[src/rtl/serial_cmp_pkg.sv]
// Package shared by the serial comparator controller and its 2-bit slice.
//   SLICE_W  : width of one compare slice (2 bits)
//   state_t  : controller FSM states (IDLE / RUN / DONE)
//   result_t : one-hot greater / equal / less result
package serial_cmp_pkg;

    localparam int SLICE_W = 2;

    typedef enum logic [1:0] {
        IDLE = 2'd0,
        RUN  = 2'd1,
        DONE = 2'd2
    } state_t;

    typedef struct packed {
        logic g;
        logic e;
        logic l;
    } result_t;

endpackage

[src/rtl/cmp2_slice.sv]
// Purely combinational 2-bit unsigned magnitude compare (bit 1 is the MSB).
// Ports:
//   sa, sb : 2-bit slices of operand A and operand B
//   sg     : sa >  sb
//   se     : sa == sb
//   sl     : sa <  sb
// Exactly one of sg/se/sl is high for any input.
module cmp2_slice
    import serial_cmp_pkg::*;
(
    input  logic [SLICE_W-1:0] sa,
    input  logic [SLICE_W-1:0] sb,
    output logic               sg,
    output logic               se,
    output logic               sl
);

    assign sg = (sa > sb);
    assign se = (sa == sb);
    assign sl = (sa < sb);

endmodule

[src/rtl/serial_comparator_ctrl.sv]
// Serial magnitude comparator: walks a single 2-bit compare slice over a
// WIDTH-bit unsigned operand pair, most significant slice first, and
// returns one registered greater/equal/less result per request.
//
// Parameters:
//   WIDTH : operand width, even and >= 2 (N = WIDTH/2 slices)
// Ports:
//   clk, rst_n : clock (rising edge), asynchronous active-low reset
//   start      : request, accepted only while busy = 0
//   a, b       : operands, sampled on the accept edge only
//   busy       : request in flight; start is ignored while high
//   done       : one-cycle pulse, g/e/l valid from this cycle
//   g, e, l    : A > B, A == B, A < B (registered, held until next result)
//
// Build option:
//   SERIAL_CMP_EARLY_EXIT_EN defined  -> RUN stops at the first unequal slice
//                                        (latency 1..N cycles).
//   SERIAL_CMP_EARLY_EXIT_EN undefined -> all N slices are always examined;
//                                        the first unequal slice is kept as
//                                        a sticky decision (latency N).
module serial_comparator_ctrl
    import serial_cmp_pkg::*;
#(
    parameter int WIDTH = 8
) (
    input  logic             clk,
    input  logic             rst_n,
    input  logic             start,
    input  logic [WIDTH-1:0] a,
    input  logic [WIDTH-1:0] b,
    output logic             busy,
    output logic             done,
    output logic             g,
    output logic             e,
    output logic             l
);

    localparam int N     = WIDTH / SLICE_W;
    localparam int CNT_W = (N > 1) ? $clog2(N) : 1;
    localparam logic [CNT_W-1:0] CNT_INIT = CNT_W'(N - 1);
    localparam logic [CNT_W-1:0] CNT_ONE  = CNT_W'(1);

    state_t           state_q, state_d;
    logic [WIDTH-1:0] a_sh_q, a_sh_d;
    logic [WIDTH-1:0] b_sh_q, b_sh_d;
    logic [CNT_W-1:0] cnt_q, cnt_d;
    logic             decided_q, decided_d;
    result_t          dec_q, dec_d;
    result_t          res_q, res_d;
    logic             busy_q, busy_d;
    logic             done_q, done_d;

    logic             sg, se, sl;
    result_t          slice_res;
    result_t          dec_now;
    logic             finish;

    cmp2_slice u_slice (
        .sa (a_sh_q[WIDTH-1 -: SLICE_W]),
        .sb (b_sh_q[WIDTH-1 -: SLICE_W]),
        .sg (sg),
        .se (se),
        .sl (sl)
    );

    always_comb begin
        state_d   = state_q;
        a_sh_d    = a_sh_q;
        b_sh_d    = b_sh_q;
        cnt_d     = cnt_q;
        decided_d = decided_q;
        dec_d     = dec_q;
        res_d     = res_q;
        busy_d    = busy_q;
        done_d    = done_q;

        slice_res = '{g: sg, e: se, l: sl};
        // Once a more significant slice has differed, lower slices no
        // longer matter; until then the current slice decides.
        dec_now   = decided_q ? dec_q : slice_res;

`ifdef SERIAL_CMP_EARLY_EXIT_EN
        finish = (cnt_q == '0) || !se;
`else
        finish = (cnt_q == '0);
`endif

        unique case (state_q)
            IDLE: begin
                done_d = 1'b0;
                if (start) begin
                    a_sh_d    = a;
                    b_sh_d    = b;
                    cnt_d     = CNT_INIT;
                    decided_d = 1'b0;
                    dec_d     = '0;
                    busy_d    = 1'b1;
                    state_d   = RUN;
                end
            end
            RUN: begin
                a_sh_d = a_sh_q << SLICE_W;
                b_sh_d = b_sh_q << SLICE_W;
                cnt_d  = cnt_q - CNT_ONE;
                if (!decided_q && !se) begin
                    decided_d = 1'b1;
                    dec_d     = slice_res;
                end
                if (finish) begin
                    res_d   = dec_now;
                    done_d  = 1'b1;
                    state_d = DONE;
                end
            end
            DONE: begin
                done_d  = 1'b0;
                busy_d  = 1'b0;
                state_d = IDLE;
            end
            default: begin
                done_d  = 1'b0;
                busy_d  = 1'b0;
                state_d = IDLE;
            end
        endcase
    end

    always_ff @(posedge clk or negedge rst_n) begin
        if (!rst_n) begin
            state_q   <= IDLE;
            a_sh_q    <= '0;
            b_sh_q    <= '0;
            cnt_q     <= '0;
            decided_q <= 1'b0;
            dec_q     <= '0;
            res_q     <= '0;
            busy_q    <= 1'b0;
            done_q    <= 1'b0;
        end else begin
            state_q   <= state_d;
            a_sh_q    <= a_sh_d;
            b_sh_q    <= b_sh_d;
            cnt_q     <= cnt_d;
            decided_q <= decided_d;
            dec_q     <= dec_d;
            res_q     <= res_d;
            busy_q    <= busy_d;
            done_q    <= done_d;
        end
    end

    assign busy = busy_q;
    assign done = done_q;
    assign g    = res_q.g;
    assign e    = res_q.e;
    assign l    = res_q.l;

endmodule

[config.mk]
export PLATFORM = sky130hd
export DESIGN_NAME = serial_comparator_ctrl
export DESIGN_NICKNAME = d
export VERILOG_FILES = /design/src/rtl/serial_cmp_pkg.sv /design/src/rtl/cmp2_slice.sv /design/src/rtl/serial_comparator_ctrl.sv
export SDC_FILE = /design/constraint.sdc
export NUM_CORES = 1
export LEC_CHECK = 0
export ABC_AREA = 1
export CAP_MARGIN = 20
export CORE_MARGIN = 2
export CORE_UTILIZATION = 54
export CTS_BUF_LIST = sky130_fd_sc_hd__clkbuf_4
export CTS_CLUSTER_SIZE = 24
export DETAILED_ROUTE_END_ITERATION = 7
export PLACE_DENSITY = 0.81
export SYNTH_ARGS = -nofsm -noshare
export SYNTH_HDL_FRONTEND = slang
export SYNTH_HIERARCHICAL = 1
export SYNTH_SLANG_ARGS = --single-unit
[constraint.sdc]
create_clock -name clk -period 2.05 [get_ports clk]
set_clock_uncertainty 0.15 [all_clocks]
set_input_delay 0.41 -clock clk [delete_from_list [all_inputs] [get_ports clk]]
set_output_delay 0.41 -clock clk [all_outputs]
set_load 0.05 [all_outputs]
==> results of run 1 <==
Yosys cell counts:
cell	n
a21oi_1	2
a21oi_2	2
buf_2	3
buf_4	2
buf_6	1
dfrtp_1	29
ha_1	3
inv_1	32
inv_2	2
inv_4	1
nand2_1	60
nand2_2	1
nand2_4	2
nand3_1	28
nand4_1	2
nor2_1	3
nor2_2	2
o21a_1	1
o21ai_0	7
o21ai_1	2
metal layers:
| metal | vias up | GRT usage (%) | part of all wire [%] |
|---|---|---|---|
| li1 | 630 | - | - |
| met1 | 571 | 21.2 | 43 |
| met2 | 37 | 36.1 | 50 |
| met5 | - | 0 | 0 |
| met3 | 8 | 8.14 | 5.6 |
| met4 | 0 | 8.01 | 1.6 |
how the worst min path moves through the flow:
stage | from | to | slack [ns]
2_1_floorplan | rst_n | a_sh_q[0]$_DFFE_PN0P_ | -0.04
3_3_place_gp | dec_q[2]$_DFFE_PN0P_ | dec_q[2]$_DFFE_PN0P_ | 0.31
3_5_place_dp | e$_DFFE_PN0P_ | e$_DFFE_PN0P_ | 0.32
4_1_cts | rst_n | a_sh_q[6]$_DFFE_PN0P_ | 0.31
5_1_grt | rst_n | a_sh_q[1]$_DFFE_PN0P_ | 0.33
6_report | rst_n | e$_DFFE_PN0P_ | 0.30
cells in the final DEF (no fill, tap or decap), drive strengths merged:
| cell | count |
|---|---|
| o21ai | 9 |
| clkdlybuf4s50 | 18 |
| dfrtp | 29 |
| ha | 3 |
| clkbuf | 6 |
| nor2 | 5 |
| nand4 | 2 |
| buf | 7 |
| nand2 | 63 |
| clkinv | 2 |
| dlymetal6s2s | 1 |
| dlygate4sd2 | 2 |
| a21oi | 4 |
| o21a | 1 |
| nand3 | 28 |
| inv | 35 |
power by group through the flow:
stage	Sequential [mW]	Clock (mW)	Combinational [mW]
after floorplan	1.06	0	0.968
after global placement	0.981	0	1.34
after detailed placement	0.991	0	1.38
after CTS	0.982	0.346	1.38
after global routing	1.01	0.376	1.55
final	0.981	0.340	1.38
final cells by class:
cell class              count  area [µm²]  share of cell area (%)
flip-flops and latches     29         726                    41.2
multi-input cells         115         548                    31.1
repair buffers             28         263                    14.9
inverters                  35         134                    7.59
clock buffers               6        45.0                    2.56
well taps                  30        37.5                    2.13
clock inverters             2        10.0                   0.568
kinds of logic after synthesis:
kind of cell    share of synthesized area [%]
compound gates                           5.53
buf+inv                                  12.1
fa+ha+maj                                2.59
flops                                    50.1
simple gates                             29.7
what timing repair did:
item | 4_1_cts | 5_1_grt
gates resized for setup | 2 | 1
hold buffers | 0 | 0
setup endpoints to repair | 2 | 1
state kept, by name, indices dropped and copies added (netlist names):
signal	flops
done	1
l	1
a_sh_q	8
dec_q	3
state_q	2
b_sh_q	8
cnt_q	2
busy	1
g	1
e	1
decided_q	1
through the flow:
step / setup slack (ns) / total power, mW / instance area (µm²) / utilization [%] / hold slack (ns)
2_1_floorplan: 0.614 / 2.03 / 1450 / - / -0.0356
3_3_place_gp: 0.303 / 2.32 / 1710 / 68.3 / 0.313
3_5_place_dp: 0.267 / 2.38 / 1710 / 68.3 / 0.319
4_1_cts: 0.00153 / 2.71 / 1760 / 70.4 / 0.313
5_1_grt: 0.217 / 2.94 / 1760 / 70.5 / 0.325
6_report: 0.281 / 2.70 / 1760 / 70.5 / 0.304
==> out/results.tsv, run 1 <==
stage	metric	value	unit
outcome	outcome	finished clean	
final_layout	Post-layout nets	236	
floorplan	core area	0.00250	mm²
setup_path	Buf/Inv on CP	1	
power	Power Internal	1.46	mW
floorplan	Starting Density	58.0	%
floorplan	die width	55.8	µm
clock_network	number of CTS-inserted buffers	5	
grt	GRT Total Usage	20.3	%
final_layout	Finished Layout Cells	245	
detailed_routing	Vias	1246	
setup_path	CP max-delay cell	dlygate4sd2_1	
setup_path	delay-heaviest family, CP	buffers and inverters	
setup_path	R2R cell count	8	
clock_network	Clock transition at path regs	0.09	ns
power	Sequential Power Share	36.3	%
timing	minimum clock period	1.77	ns
synth	post-synthesis sequential area ratio	50.1	%
hold_path	Hold WC Path Type	in2async	
detailed_routing	initial DRC count	43	
grt	largest net degree at the start of global routing	30	
power	Power Density	1530	mW/mm²
power	Combinational Power Share	51.1	%
clock_network	CTS tree	done	
floorplan	# IOs	24	
detailed_routing	final antenna-violating net count	0	
setup_path	CP endpoint	l	
timing	Final period util	86.3	%
setup_path	Reg-to-Reg Start	a_sh_q[6]$_DFFE_PN0P_	
setup_path	CP peak stage delay	0.53	ns
placement	placer congestion estimate	0.801	
timing	unrepaired setup endpoints after global routing	no	
setup_path	CP Launch Point	l$_DFFE_PN0P_	
placement	Port Buffers	23	
power	Switching Share	45.9	%
synth	number of warnings issued by yosys	6	
timing	Slew @ Worst Pin	0.500	ns
clock_network	clk_lat worst skew	0.32	ns
final_layout	layout cell share with drive strength beyond 1	11.6	%
clock_network	CTS root buf	clkbuf_4	
synth	syn avg cell area	7.83	µm²
synth	area share of the largest cell type after synthesis	50.1	%
synth	largest area contributor in the netlist	dfrtp_1	
timing	Max Freq	565	MHz
clock_network	Post-CTS Setup Repair Bufs	0	
clock_network	H-tree depth	2	
final_layout	area grow syn2layout	21.7	%
setup_path	WP data required	1.49	ns
synth	Unique masters post-synth	20	
power	Peak VDD IR	1000	µV
floorplan	chip height	55.8	µm
synth	post-synthesis instance area	0.00145	mm²
synth	#FFs+latches synth	29	
flow_run	Max-Cap Viols	0	
timing	post-route setup TNS	0	ns
grt	initial antenna violation count	0	
detailed_routing	DRC	0	
final_layout	Filler cells	203	
timing	slew margin rel.	66.6	%
timing	Hold Fails Final Rpt	0	
clock_network	Clock Tree Buf Depth	2	
setup_path	crit path cell chain	dlygate4sd2_1	
synth	synth top area cells	dfrtp_1, nand2_1, nand3_1	
timing	final setup violation count	0	
floorplan	Die Footprint	0.00311	mm²
setup_path	critical path class	reg2out	
setup_path	CP Depth	1	
power	Pleak	0.979	nW
setup_path	Startpoint Class	flop	
detailed_routing	drt pass-1 iters	4	
grt	first-pass GRT wire length	4.89	mm
synth	Post-Synthesis Cells	185	
power	Clk network pwr share	12.6	%
detailed_routing	Post-Route WL	2.88	mm
setup_path	Critical Path AT	1.21	ns
setup_path	CP Capture Type	output pin	
detailed_routing	vias per cell	5.09	
placement	Inst Count DP	237	
power	Sw Pwr	1.24	mW
grt	number of global-route vias before repair	1211	
timing	Final Max Slew Viols	0	
setup_path	slack of the worst reg-to-reg path	0.47	ns
final_layout	diode count	0	
grt	grt total ovfl	0	
synth	syn nets	207	
floorplan	site row count	18	
placement	hpwl dp	2.08	mm
clock_network	CTS Sinks	29	
setup_path	CP max FO	2	
detailed_routing	wire per inst	11.7	µm
setup_path	R2R Path End	dec_q[2]$_DFFE_PN0P_	
Note: power is estimated with default switching activity, not from simulation.
==> run 2, diff against run 1 <==
--- a/constraint.sdc
+++ b/constraint.sdc
@@ -4,2 +4,2 @@
 set_output_delay 0.41 -clock clk [all_outputs]
-set_load 0.05 [all_outputs]
+set_load 0.02 [all_outputs]
==> out/results.tsv, run 2 (synthesized netlist as in run 1, its figures left out) <==
stage	metric	value	unit
clock_network	H-tree depth	2	
setup_path	Reg-to-Reg Start	a_sh_q[7]$_DFFE_PN0P_	
setup_path	CP Capture Type	output pin	
placement	Post-Place Worst Slack	0.252	ns
grt	GRT Total Usage	20.5	%
setup_path	Critical Path AT	1.31	ns
clock_network	CTS tree	done	
timing	slew margin rel.	75.4	%
detailed_routing	DRC	0	
setup_path	critical path class	reg2out	
final_layout	diode count	0	
placement	Port Buffers	23	
final_layout	largest registers	a_sh_q (8), b_sh_q (8), dec_q (3)	
timing	post-route setup TNS	0	ns
timing	Final WS setup	0.183	ns
final_layout	Filler cells	201	
grt	grt total ovfl	0	
placement	placer congestion estimate	0.799	
clock_network	clk_lat worst skew	0.33	ns
clock_network	Clock transition at path regs	0.09	ns
detailed_routing	Vias	1265	
setup_path	slack of the worst reg-to-reg path	0.46	ns
timing	Max Freq	536	MHz
setup_path	R2R cell count	7	
clock_network	Clock Tree Buf Depth	2	
floorplan	site row count	18	
clock_network	number of CTS-inserted buffers	5	
clock_network	cts repair resizes	0	
detailed_routing	initial DRC count	28	
grt	initial antenna violation count	0	
floorplan	core area	0.00250	mm²
setup_path	delay-heaviest family, CP	buffers and inverters	
timing	Final Max Slew Viols	0	
final_layout	final core utilization	70.5	%
setup_path	Buf/Inv on CP	1	
power	Peak VDD IR	1020	µV
final_layout	register area	726	µm²
power	Power Density	1490	mW/mm²
grt	number of global-route vias before repair	1197	
floorplan	die width	55.8	µm
timing	unrepaired setup endpoints after global routing	no	
final_layout	layout cell share with drive strength beyond 1	9.81	%
final_layout	Post-layout nets	236	
final_layout	area grow syn2layout	21.6	%
detailed_routing	final antenna-violating net count	0	
clock_network	CTS root buf	clkbuf_4	
detailed_routing	vias per cell	5.18	
final_layout	multi-input logic area	548	µm²
timing	Final period util	91.1	%
grt	largest net degree at the start of global routing	30	
setup_path	CP max-delay cell	clkdlybuf4s50_1	
timing	Slew @ Worst Pin	0.369	ns
timing	minimum clock period	1.87	ns
setup_path	CP max FO	2	
hold_path	Hold WC Path Type	in2async	
outcome	outcome	finished clean	
timing	Hold Fails Final Rpt	0	
setup_path	R2R Path End	dec_q[2]$_DFFE_PN0P_	
detailed_routing	wire per inst	11.8	µm
floorplan	chip height	55.8	µm
timing	final setup violation count	0	
power	Pleak	0.952	nW
clock_network	Post-CTS Setup Repair Bufs	0	
flow_run	Max-Cap Viols	0	
detailed_routing	drt pass-1 iters	5	
setup_path	crit path cell chain	clkdlybuf4s50_1	
clock_network	CTS Sinks	29	
floorplan	Die Footprint	0.00311	mm²
floorplan	# IOs	24	
final_layout	most frequent cells in the layout	nand2_1, inv_1, dfrtp_1	
setup_path	CP peak stage delay	0.61	ns
setup_path	Startpoint Class	flop	
final_layout	most common cell after layout, fill and taps aside	nand2_1	
grt	first-pass GRT wire length	4.97	mm
floorplan	Starting Density	58.0	%
setup_path	WP data required	1.49	ns
detailed_routing	Post-Route WL	2.88	mm
placement	hpwl dp	2.09	mm
placement	placed inst area	0.00171	mm²
clock_network	CTS Hold Bufs	0	
final_layout	design area	0.00176	mm²
[run 2: changes by cell type in the layout (fill, tap and decap cells not counted), sizes merged]
| cell | change |
|---|---|
| buf | -2 |
| clkdlybuf4s50 | +5 |
| dlygate4sd2 | -2 |
| clkinv | -1 |
| dlymetal6s2s | -1 |
[run 2: worst max-delay path by stage]
stage                     startpoint               endpoint  slack, ns  cells after the start
2_1_floorplan  a_sh_q[7]$_DFFE_PN0P_  decided_q$_DFFE_PN0P_       0.61                      7
3_3_place_gp                   start  b_sh_q[7]$_DFFE_PN0P_       0.30                      6
3_5_place_dp                   start  b_sh_q[0]$_DFFE_PN0P_       0.25                      6
4_1_cts             busy$_DFFE_PN0P_                   busy       0.18                      1
5_1_grt             busy$_DFFE_PN0P_                   busy       0.13                      1
6_report            busy$_DFFE_PN0P_                   busy       0.18                      1
[run 2: cell type report]
class / instances / share of cell area [%]
Clock buffer: 6 / 2.56
Tap cell: 30 / 2.13
Timing Repair Buffer: 28 / 15.2
Inverter: 35 / 7.60
Sequential cell: 29 / 41.2
Multi-Input combinational cell: 115 / 31.1
Clock inverter: 1 / 0.213
[run 2: report_power, final]
group          internal [mW]  leakage [nW]  switching, mW
registers              0.819         0.360          0.167
clock network          0.137        0.0292          0.190
logic                  0.518         0.563          0.788
[run 2: worst reg2reg max path, stage by stage, from the launching register on]
cell     delay, ns
dfrtp_1       0.39
ha_1          0.33
nand2_1       0.08
inv_1         0.07
o21ai_1       0.20
nand2_1       0.12
nand2_1       0.09
nand2_1       0.05
[run 2: stage by stage]
step | power, mW | cells | hold WS, ns
after floorplan | 1.94 | 185 | -0.0356
after global placement | 2.24 | 237 | 0.313
after detailed placement | 2.29 | 237 | 0.329
after CTS | 2.62 | 244 | 0.314
after global routing | 2.85 | 244 | 0.329
final | 2.62 | 244 | 0.295
[run 2: layer usage]
metal,global-route usage [%],wire (µm),up-vias
met4,8.36,69,0
met5,0,0,-
met3,6.74,151,10
li1,-,-,626
met1,24.0,1230,598
met2,34.7,1430,31
==> run 3, diff against run 2 <==
CAP_MARGIN = not set   (was 20)
==> results of run 3 <==
Same layout as run 2: the final DEF is identical, and so are final timing and power.
